--- src/rtl/dma_rq_read_logic.sv ---
// RQ-side DMA read engine: splits host-read commands into single-beat MemRd TLPs with tag allocation.
// Optional statistics on DEBUG are enabled with `define DMA_RQ_STATS_EN.
module dma_rq_read_logic #(
  parameter int unsigned C_BUS_DATA_WIDTH        = 256,
  parameter int unsigned C_BUS_KEEP_WIDTH        = C_BUS_DATA_WIDTH / 32,
  parameter int unsigned C_WINDOW_SIZE           = 16,
  parameter int unsigned C_LOG2_MAX_READ_REQUEST = 12
) (
  input  logic                          CLK,
  input  logic                          RST_N,
  output logic [C_BUS_DATA_WIDTH-1:0]   M_AXIS_RQ_TDATA,
  output logic [59:0]                   M_AXIS_RQ_TUSER,
  output logic                          M_AXIS_RQ_TLAST,
  output logic [C_BUS_KEEP_WIDTH-1:0]   M_AXIS_RQ_TKEEP,
  output logic                          M_AXIS_RQ_TVALID,
  input  logic                          M_AXIS_RQ_TREADY,
  input  logic                          CMD_VALID,
  output logic                          CMD_READY,
  input  logic [63:0]                   CMD_ADDR,
  input  logic [31:0]                   CMD_BYTES,
  input  logic [63:0]                   CURRENT_WINDOW_SIZE,
  output logic [C_WINDOW_SIZE-1:0]      BUSY_TAGS,
  output logic [C_WINDOW_SIZE*11-1:0]   SIZE_TAGS,
  input  logic [C_WINDOW_SIZE-1:0]      COMPLETED_TAGS,
  output logic                          CMD_DONE,
  output logic [63:0]                   DEBUG
);

  localparam int unsigned TAG_W   = (C_WINDOW_SIZE > 1) ? $clog2(C_WINDOW_SIZE) : 1;
  localparam int unsigned WIN_W   = $clog2(C_WINDOW_SIZE + 1);
  localparam int unsigned DW_W    = 11;
  localparam int unsigned MAX_REQ = 1 << C_LOG2_MAX_READ_REQUEST;

  typedef enum logic [1:0] {IDLE, CHUNK, SEND} state_t;

  state_t                        r_state;
  state_t                        w_state_nxt;
  logic                          w_cmd_accept;
  logic                          w_issue;
  logic                          w_hs;
  logic                          w_last;

  logic [63:0]                   r_addr;
  logic [31:0]                   r_remaining;
  logic [12:0]                   r_chunk;
  logic [TAG_W-1:0]              r_tag;
  logic [DW_W-1:0]               r_dw_field;
  logic                          r_cmd_ready;
  logic                          r_cmd_done;
  logic [C_BUS_DATA_WIDTH-1:0]   r_tdata;
  logic [59:0]                   r_tuser;
  logic [C_BUS_KEEP_WIDTH-1:0]   r_tkeep;
  logic                          r_tlast;
  logic                          r_tvalid;
  logic [C_WINDOW_SIZE-1:0]      r_busy;
  logic [C_WINDOW_SIZE*11-1:0]   r_size;

  logic [WIN_W-1:0]              w_win_eff;
  logic [C_WINDOW_SIZE-1:0]      w_free;
  logic                          w_found;
  logic [TAG_W-1:0]              w_free_tag;
  logic [12:0]                   w_to_bound;
  logic [31:0]                   w_chunk;
  logic [DW_W-1:0]               w_dw_cnt;
  logic [DW_W-1:0]               w_dw_field;
  logic [3:0]                    w_last_be;
  logic [C_BUS_DATA_WIDTH-1:0]   w_desc;
  logic [C_WINDOW_SIZE-1:0]      w_alloc;

  // Runtime window clamp: 0 behaves as 1, anything above the tag pool is capped.
  always_comb begin
    w_win_eff = WIN_W'(C_WINDOW_SIZE);
    if (CURRENT_WINDOW_SIZE == 64'd0)
      w_win_eff = WIN_W'(1);
    else if (CURRENT_WINDOW_SIZE < 64'(C_WINDOW_SIZE))
      w_win_eff = WIN_W'(CURRENT_WINDOW_SIZE);
  end

  // Lowest free tag inside the effective window (descending scan so the lowest index wins).
  always_comb begin
    w_free     = '0;
    w_found    = 1'b0;
    w_free_tag = '0;
    for (int j = C_WINDOW_SIZE - 1; j >= 0; j--) begin
      w_free[j] = ~r_busy[j] && (WIN_W'(j) < w_win_eff);
      if (w_free[j]) begin
        w_found    = 1'b1;
        w_free_tag = TAG_W'(j);
      end
    end
  end

  // Chunk size never exceeds the max read request nor crosses a 4 KB page.
  always_comb begin
    w_to_bound = 13'd4096 - {1'b0, r_addr[11:0]};
    w_chunk    = r_remaining;
    if (w_chunk > 32'(MAX_REQ))
      w_chunk = 32'(MAX_REQ);
    if (w_chunk > 32'(w_to_bound))
      w_chunk = 32'(w_to_bound);
    w_dw_cnt   = w_chunk[12:2];
    w_dw_field = (w_dw_cnt == 11'd1024) ? 11'd0 : w_dw_cnt;
    w_last_be  = (w_dw_cnt > 11'd1) ? 4'hF : 4'h0;
  end

  always_comb begin
    w_desc          = '0;
    w_desc[63:2]    = r_addr[63:2];
    w_desc[74:64]   = w_dw_field;
    w_desc[78:75]   = 4'b0000;
    w_desc[103:96]  = 8'(w_free_tag);
  end

  // Next-state and control strobes.
  always_comb begin
    w_state_nxt  = r_state;
    w_cmd_accept = 1'b0;
    w_issue      = 1'b0;
    w_hs         = 1'b0;
    w_last       = 1'b0;
    case (r_state)
      IDLE: begin
        if (CMD_VALID && r_cmd_ready) begin
          w_cmd_accept = 1'b1;
          w_state_nxt  = CHUNK;
        end
      end
      CHUNK: begin
        if (w_found) begin
          w_issue     = 1'b1;
          w_state_nxt = SEND;
        end
      end
      SEND: begin
        if (M_AXIS_RQ_TREADY) begin
          w_hs = 1'b1;
          if (r_remaining == 32'(r_chunk)) begin
            w_last      = 1'b1;
            w_state_nxt = IDLE;
          end else begin
            w_state_nxt = CHUNK;
          end
        end
      end
      default: w_state_nxt = IDLE;
    endcase
  end

  always_comb begin
    w_alloc = '0;
    if (w_hs)
      w_alloc = C_WINDOW_SIZE'(1) << r_tag;
  end

  always_ff @(posedge CLK or negedge RST_N) begin
    if (!RST_N) begin
      r_state     <= IDLE;
      r_cmd_ready <= 1'b0;
      r_cmd_done  <= 1'b0;
      r_busy      <= '0;
    end else begin
      r_state     <= w_state_nxt;
      r_cmd_ready <= (w_state_nxt == IDLE);
      r_cmd_done  <= w_last;
      r_busy      <= (r_busy & ~COMPLETED_TAGS) | w_alloc;
    end
  end

  // Command progress, descriptor register and per-tag size table.
  always_ff @(posedge CLK or negedge RST_N) begin
    if (!RST_N) begin
      r_addr      <= '0;
      r_remaining <= '0;
      r_chunk     <= '0;
      r_tag       <= '0;
      r_dw_field  <= '0;
      r_tdata     <= '0;
      r_tuser     <= '0;
      r_tkeep     <= '0;
      r_tlast     <= 1'b0;
      r_tvalid    <= 1'b0;
      r_size      <= '0;
    end else begin
      if (w_cmd_accept) begin
        r_addr      <= CMD_ADDR;
        r_remaining <= CMD_BYTES;
      end
      if (w_issue) begin
        r_tag      <= w_free_tag;
        r_chunk    <= w_chunk[12:0];
        r_dw_field <= w_dw_field;
        r_tdata    <= w_desc;
        r_tuser    <= {52'd0, w_last_be, 4'hF};
        r_tkeep    <= C_BUS_KEEP_WIDTH'(4'hF);
        r_tlast    <= 1'b1;
        r_tvalid   <= 1'b1;
      end
      if (w_hs) begin
        r_addr      <= r_addr + 64'(r_chunk);
        r_remaining <= r_remaining - 32'(r_chunk);
        r_tdata     <= '0;
        r_tuser     <= '0;
        r_tkeep     <= '0;
        r_tlast     <= 1'b0;
        r_tvalid    <= 1'b0;
        for (int j = 0; j < C_WINDOW_SIZE; j++) begin
          if (r_tag == TAG_W'(j))
            r_size[j*DW_W +: DW_W] <= r_dw_field;
        end
      end
    end
  end

`ifdef DMA_RQ_STATS_EN
  logic [31:0] r_req_cnt;
  logic [31:0] r_stall_cnt;

  // Issued-request and tag-starvation counters, restarted by each new command.
  always_ff @(posedge CLK or negedge RST_N) begin
    if (!RST_N) begin
      r_req_cnt   <= '0;
      r_stall_cnt <= '0;
    end else if (w_cmd_accept) begin
      r_req_cnt   <= '0;
      r_stall_cnt <= '0;
    end else begin
      if (w_hs)
        r_req_cnt <= r_req_cnt + 32'd1;
      if ((r_state == CHUNK) && !w_found)
        r_stall_cnt <= r_stall_cnt + 32'd1;
    end
  end

  assign DEBUG = {r_stall_cnt, r_req_cnt};
`else
  assign DEBUG = '0;
`endif

  assign M_AXIS_RQ_TDATA  = r_tdata;
  assign M_AXIS_RQ_TUSER  = r_tuser;
  assign M_AXIS_RQ_TLAST  = r_tlast;
  assign M_AXIS_RQ_TKEEP  = r_tkeep;
  assign M_AXIS_RQ_TVALID = r_tvalid;
  assign CMD_READY        = r_cmd_ready;
  assign BUSY_TAGS        = r_busy;
  assign SIZE_TAGS        = r_size;
  assign CMD_DONE         = r_cmd_done;

endmodule

--- config.mk ---
export PLATFORM = sky130hd
export DESIGN_NAME = dma_rq_read_logic
export DESIGN_NICKNAME = d
export VERILOG_FILES = /design/src/rtl/dma_rq_read_logic.sv
export SDC_FILE = /design/constraint.sdc
export NUM_CORES = 1
export LEC_CHECK = 0
export ABC_CLOCK_PERIOD_IN_PS = 5300
export BUFFER_PORTS_ARGS = -buffer_cell sky130_fd_sc_hd__buf_2
export CAP_MARGIN = 25
export CELL_PAD_IN_SITES_DETAIL_PLACEMENT = 0
export CELL_PAD_IN_SITES_GLOBAL_PLACEMENT = 1
export CORE_AREA = 2 2 298 300
export CTS_CLUSTER_SIZE = 24
export DETAILED_ROUTE_END_ITERATION = 16
export DIE_AREA = 0 0 300 302
export PLACE_DENSITY_LB_ADDON = 0.12
export SYNTH_ARGS = -nofsm -noshare
export SYNTH_HDL_FRONTEND = slang
export SYNTH_SLANG_ARGS = --single-unit
--- constraint.sdc ---
create_clock -name CLK -period 5.3 [get_ports CLK]
set_input_delay 0.265 -clock CLK [delete_from_list [all_inputs] [get_ports CLK]]
set_output_delay 0.265 -clock CLK [all_outputs]
set_load 0.02 [all_outputs]
## After elaboration in Yosys (flattened, before gate mapping)

Cells that the tools add are included.

- Bits in registers: 645
- Word-level logic and storage cells: 195

- Equality and inequality tests: 19
- Reduce and logical (&&, ||, !) cells: 39
- Shift operators: 1
- Mux-type cells: 65
- Bitwise gates (word level): 19
- Order comparisons: 20
- Add/sub/neg operators: 3

Operators with widths:

| operator | number |
|---|---|
| $mux W256 | 2 |
| $mux W64 | 2 |
| $mux W60 | 2 |
| $mux W32 | 3 |
| $mux W4 | 17 |
| $add A64 B13 Y64 | 1 |
| $logic_not A64 Y1 | 1 |
| $lt A64 B5 Y1 const B | 1 |
| $lt A4 B5 Y1 const A | 8 |
| $eq A32 B13 Y1 | 1 |
| $eq A4 B4 Y1 const B | 8 |
| $gt A32 B13 Y1 | 1 |
| $gt A32 B13 Y1 const B | 1 |
| $reduce_and A2 Y1 | 16 |
| $sub A32 B13 Y32 | 1 |
| $mux W1 | 28 |
| $lt A3 B5 Y1 const A | 4 |
| $logic_and A1 B1 Y1 | 17 |
| $and A16 B16 Y16 | 1 |
| $eq A4 B3 Y1 const B | 4 |
| $mux W16 | 1 |
| $mux W8 | 2 |
| $not A1 Y1 | 16 |
| $not A16 Y16 | 1 |
| 19 further kinds | 27 |

## Longest topological paths before layout

- Depth after elaboration: 25
- Mapped depth: 17
- Mapped depth without buffers: 14

## Worst setup path after synthesis

Ideal clock, no wire load.

- Kind: register -> register
- From: reg r_remaining[14]
- To: reg r_dw_field[2]
- Setup time: 119 ps
- Arrival time: 4229 ps
- Path buffers: 3
- Stages on the path, launching flop included: 17
- Slack: 952 ps
- Period minus slack after synthesis: 4348 ps
- Cells stage by stage: dfrtp_1 > or4_4 > nor4b_4 > or4b_4 > a211oi_4 > buf_6 > and2_1 > ha_1 > and3_1 > nand3_1 > mux2i_1 > o21a_1 > buf_2 > buf_1 > mux2i_1 > nand2_1 > o21a_1

- Cells in the longest elaborated chain, start to end: 6

Ends and longest elaborated chain:

| element | line | RTL |
|---|---|---|
| start, declared | 44 | `logic [31:0] r_remaining;` |
| start signal, assigned | 200 | `r_remaining <= r_remaining - 32'(r_chunk);` |
| $gt A32 B13 Y1 | 97 | `if (w_chunk > 32'(MAX_REQ))` |
| $mux W32 (*) | 97 |  |
| $gt A32 B13 Y1 | 99 | `if (w_chunk > 32'(w_to_bound))` |
| $mux W13 (*) | 99 |  |
| $eq A11 B11 Y1 | 102 | `w_dw_field = (w_dw_cnt == 11'd1024) ? 11'd0 : w_dw_cnt;` |
| $mux W11 (*) | 102 |  |
| end signal, assigned | 191 | `r_dw_field <= w_dw_field;` |
| end, declared | 47 | `logic [DW_W-1:0] r_dw_field;` |

Mark *: on every way between the ends. The rest lies on a longest branch, timed or not.
A chain may end at the register's enable or synchronous reset.

## Worst setup path in the final report

Ends and elaborated chain as after synthesis.

==> impl_metrics.json <==
{
  "post_drt_wl_per_cell_microns": 21.3,
  "period_needed_ns": 4.76,
  "finalPower_mw": 14.5,
  "drt_iter0_drc": 1015,
  "ir_drop_uv": 257,
  "antenna_found_initial": 3,
  "cts-root-buf": "clkbuf_16",
  "boundaryPins": 764,
  "core-area_sq_mm": 0.0876,
  "synth_flop_cell": "dfrtp_1",
  "r2r_cells": 15,
  "layout-drive-gt1-share_pct": 27.6,
  "syn_avg_cell_area_sq_um": 9.81,
  "power.switching_mw": 6.42,
  "layout_common_cells": "463 x buf_2, 399 x dfrtp_1, 299 x conb_1, 259 x nand2_1, 169 x mux2_2",
  "setup_viol_count_final": 0,
  "post_cts_resized": 0,
  "timing.rr.end": "r_dw_field[2]",
  "tns_ns": 0,
  "grt_pass1_vias": 17700,
  "clockBufferDepth": 3,
  "diodes": 0,
  "maxCapViolations": 0,
  "synth_cell_types": 81,
  "io_buffers": 464,
  "syn-cell-area_sq_mm": 0.0217,
  "fmax_mhz": 210,
  "syn_inst": 2215,
  "grt_use_total_pct": 17.8,
  "drc": 0,
  "gp_congestion": 0.824,
  "layout_commonest_cell": "buf_2",
  "finalWirelength_microns": 84100,
  "dieArea_sq_mm": 0.0906,
  "crit_start": "r_remaining[14]",
  "rows": 109,
  "cp_max_fo": 15,
  "slowest_delay_ns": 0.59,
  "seqPwrFrac_pct": 36.4,
  "cts_sinks": 399,
  "overflow": 0,
  "whs_ns": 0.0373,
  "num_vias": 18000,
  "hp-class": "in2reg",
  "start_util_pct": 24.8,
  "path_clk_slew_ns": 0.06,
  "path_depth": 15,
  "arrival_ns": 5.25,
  "finalMaxSlewViolations": 0,
  "cellPowerDensity_mw_per_mm2": 539,
  "synth_warnings": 0,
  "switching_share_pct": 44.3,
  "nFillCells": 9346,
  "relSlewSlack_pct": 34.4,
  "crit_family": "simple AND/OR/NAND/NOR gates",
  "worst-endpoint-required_ns": 5.80,
  "ys_ff_latch": 399,
  "grt_pass1_wl_microns": 122000,
  "clock_latency_ns": 0.62,
  "hpwl_microns": 61900,
  "tritoncts": "yes",
  "worst_pin_slew_ns": 0.984,
  "r2r_setup_slack_ns": 0.54,
  "firstDrtPassIters": 5,
  "clockPowerShare_pct": 23.5,
  "cellLeakagePower_nw": 13.3,
  "die_h_microns": 302,
  "rsz0062_at_grt": "no",
  "slowest_stage": "or4_4",
  "htree_levels": 2,
  "die_w_microns": 300,
  "grt_max_degree": 111,
  "post-route-period-util_pct": 89.8,
  "synth_top_area_cell": "dfrtp_1",
  "path_cells": "or4_4, nor4b_4, or4b_4, a211oi_4, buf_4, and2_1, ha_1, nand3_1, o21bai_1, a21oi_1, o21a_1, buf_4, mux2i_1, nand2_1, o21a_1",
  "synth_top_area_share_pct": 45.9,
  "reg2reg_from": "r_remaining[14]",
  "fin_skew_ns": 0.0511,
  "final-hold-violation-count": 0,
  "cts_made_buffers": 51,
  "worstSetupEndpoint": "r_dw_field[2]",
  "pwr-share-comb_pct": 40.1,
  "area_growth_pct": 23.7,
  "synth_edf_count": 0,
  "cp_num_buf_inv": 2,
  "p_int_mw": 8.08,
  "status": "finished, final reports clean",
  "antenna_left": 0,
  "crit_path_end_kind": "flip-flop",
  "async_flop_share_pct": 100,
  "yosys-top-cells-area": "dfrtp_1 46%, buf_4 11%, mux2_2 8.8%, nand2_1 4.5%, o21ai_0 3.2%",
  "viasPerCell": 4.57,
  "crit_type": "reg2reg",
  "synth-seq-area-share_pct": 45.9,
  "start_kind": "flip-flop",
  "nNetsFinal": 2958
}
-- routing by layer --
layer  track usage, %  vias to the layer above  share of wire (%)
met4             4.25                        0                2.2
li1                 -                     8258                  -
met1             22.9                     9025                 42
met2             31.3                      599                 50
met3             2.74                       96                5.2
met5                0                        -                  0
-- through the flow --
step	area (sq um)	setup slack, ns	util (%)	cells
after CTS	26900	0.535	30.7	3937
after floorplan	22900	0.952	-	2513
final	26900	0.541	30.7	3938
after detailed placement	24200	0.570	27.6	3739
after global routing	26900	0.167	30.7	3938
after global placement	24100	0.599	27.5	3730
-- power by group through the flow --
| stage | sequential, mW | clock [mW] | combinational (mW) |
|---|---|---|---|
| 2_1_floorplan | 5.39 | 0 | 3.55 |
| 6_report | 5.28 | 3.40 | 5.82 |
| 3_5_place_dp | 5.35 | 0 | 5.81 |
| 3_3_place_gp | 5.32 | 0 | 5.77 |
| 5_1_grt | 5.45 | 3.64 | 6.43 |
| 4_1_cts | 5.30 | 3.53 | 5.90 |
-- registers in the layout (all words and copies together) (netlist names) --
signal,cells
r_addr,64
r_chunk,13
r_dw_field,11
r_remaining,32
M_AXIS_RQ_TDATA,77
CMD_DONE,1
r_state,2
BUSY_TAGS,16
SIZE_TAGS,176
CMD_READY,1
r_tag,4
M_AXIS_RQ_TUSER,2
-- Yosys cell counts (11+ instances only) --
| cell type | n |
|---|---|
| nand3_1 | 49 |
| o21a_1 | 19 |
| a21o_1 | 23 |
| nor4_1 | 31 |
| or3_1 | 14 |
| xnor2_1 | 16 |
| and3_1 | 30 |
| o21ai_0 | 140 |
| nand2_1 | 259 |
| and2_1 | 19 |
| a311oi_1 | 15 |
| ha_1 | 40 |
| dfrtp_1 | 399 |
| and4_1 | 12 |
| mux2_2 | 169 |
| a22oi_1 | 21 |
| buf_1 | 16 |
| xor2_1 | 11 |
| clkbuf_1 | 98 |
| nand2b_1 | 15 |
| buf_4 | 311 |
| nor2_1 | 113 |
| inv_1 | 55 |
| a21oi_1 | 78 |
| a31oi_1 | 15 |
| o22ai_1 | 23 |
| o311ai_0 | 12 |
| nor3_1 | 34 |
| nand4_1 | 22 |
| a211oi_1 | 14 |
-- worst reg2reg max path: cells and delay by family (launching register included) --
family,cells,cell delay (ns)
AND/OR/NAND/NOR,6,1.81
AO/OA/AOI/OAI,5,1.39
buffers and inverters,2,0.55
flip-flops,1,0.43
multiplexers,1,0.29
adder cells (fa/ha/maj),1,0.17
-- cells by family after synthesis --
family / after synthesis / share of synthesized area, %
xor gates and xnor gates: 27 / 1.09
and+or+nand+nor: 635 / 14.1
muxes: 178 / 9.17
AOI/OAI and AO/OA: 444 / 13.3
other: 1 / 0.0173
buffers and inverters: 488 / 13.9
DFF: 399 / 45.9
adders and majority gates: 43 / 2.53
-- area by class of cell --
type                    count  area [sq um]  area share (%)
flip-flops and latches    399          9980            37.1
clock buffers              78          1450            5.38
well taps                1165          1460            5.42
multi-input cells        1626          9910            36.9
inverters                  55           206           0.768
clock inverters            12           168           0.624
repair buffers            603          3710            13.8
-- worst min path at each step --
stage,from,endpoint,slack [ns],cells past startpoint
finish,CMD_ADDR[31],r_addr[31],0.04,3
global route,CMD_ADDR[31],r_addr[31],0.02,3
CTS,CMD_ADDR[31],r_addr[31],0.006,3
detailed placement,RST_N,SIZE_TAGS[102],0.40,1
global placement,RST_N,SIZE_TAGS[102],0.40,1
floorplan,RST_N,BUSY_TAGS[0],-0.03,0
-- what timing repair did --
item | CTS | global route
setup buffers | 0 | 0
hold endpoints to repair | 203 | 0
hold buffers | 108 | 0
Note: power is estimated with default switching activity, not from simulation.
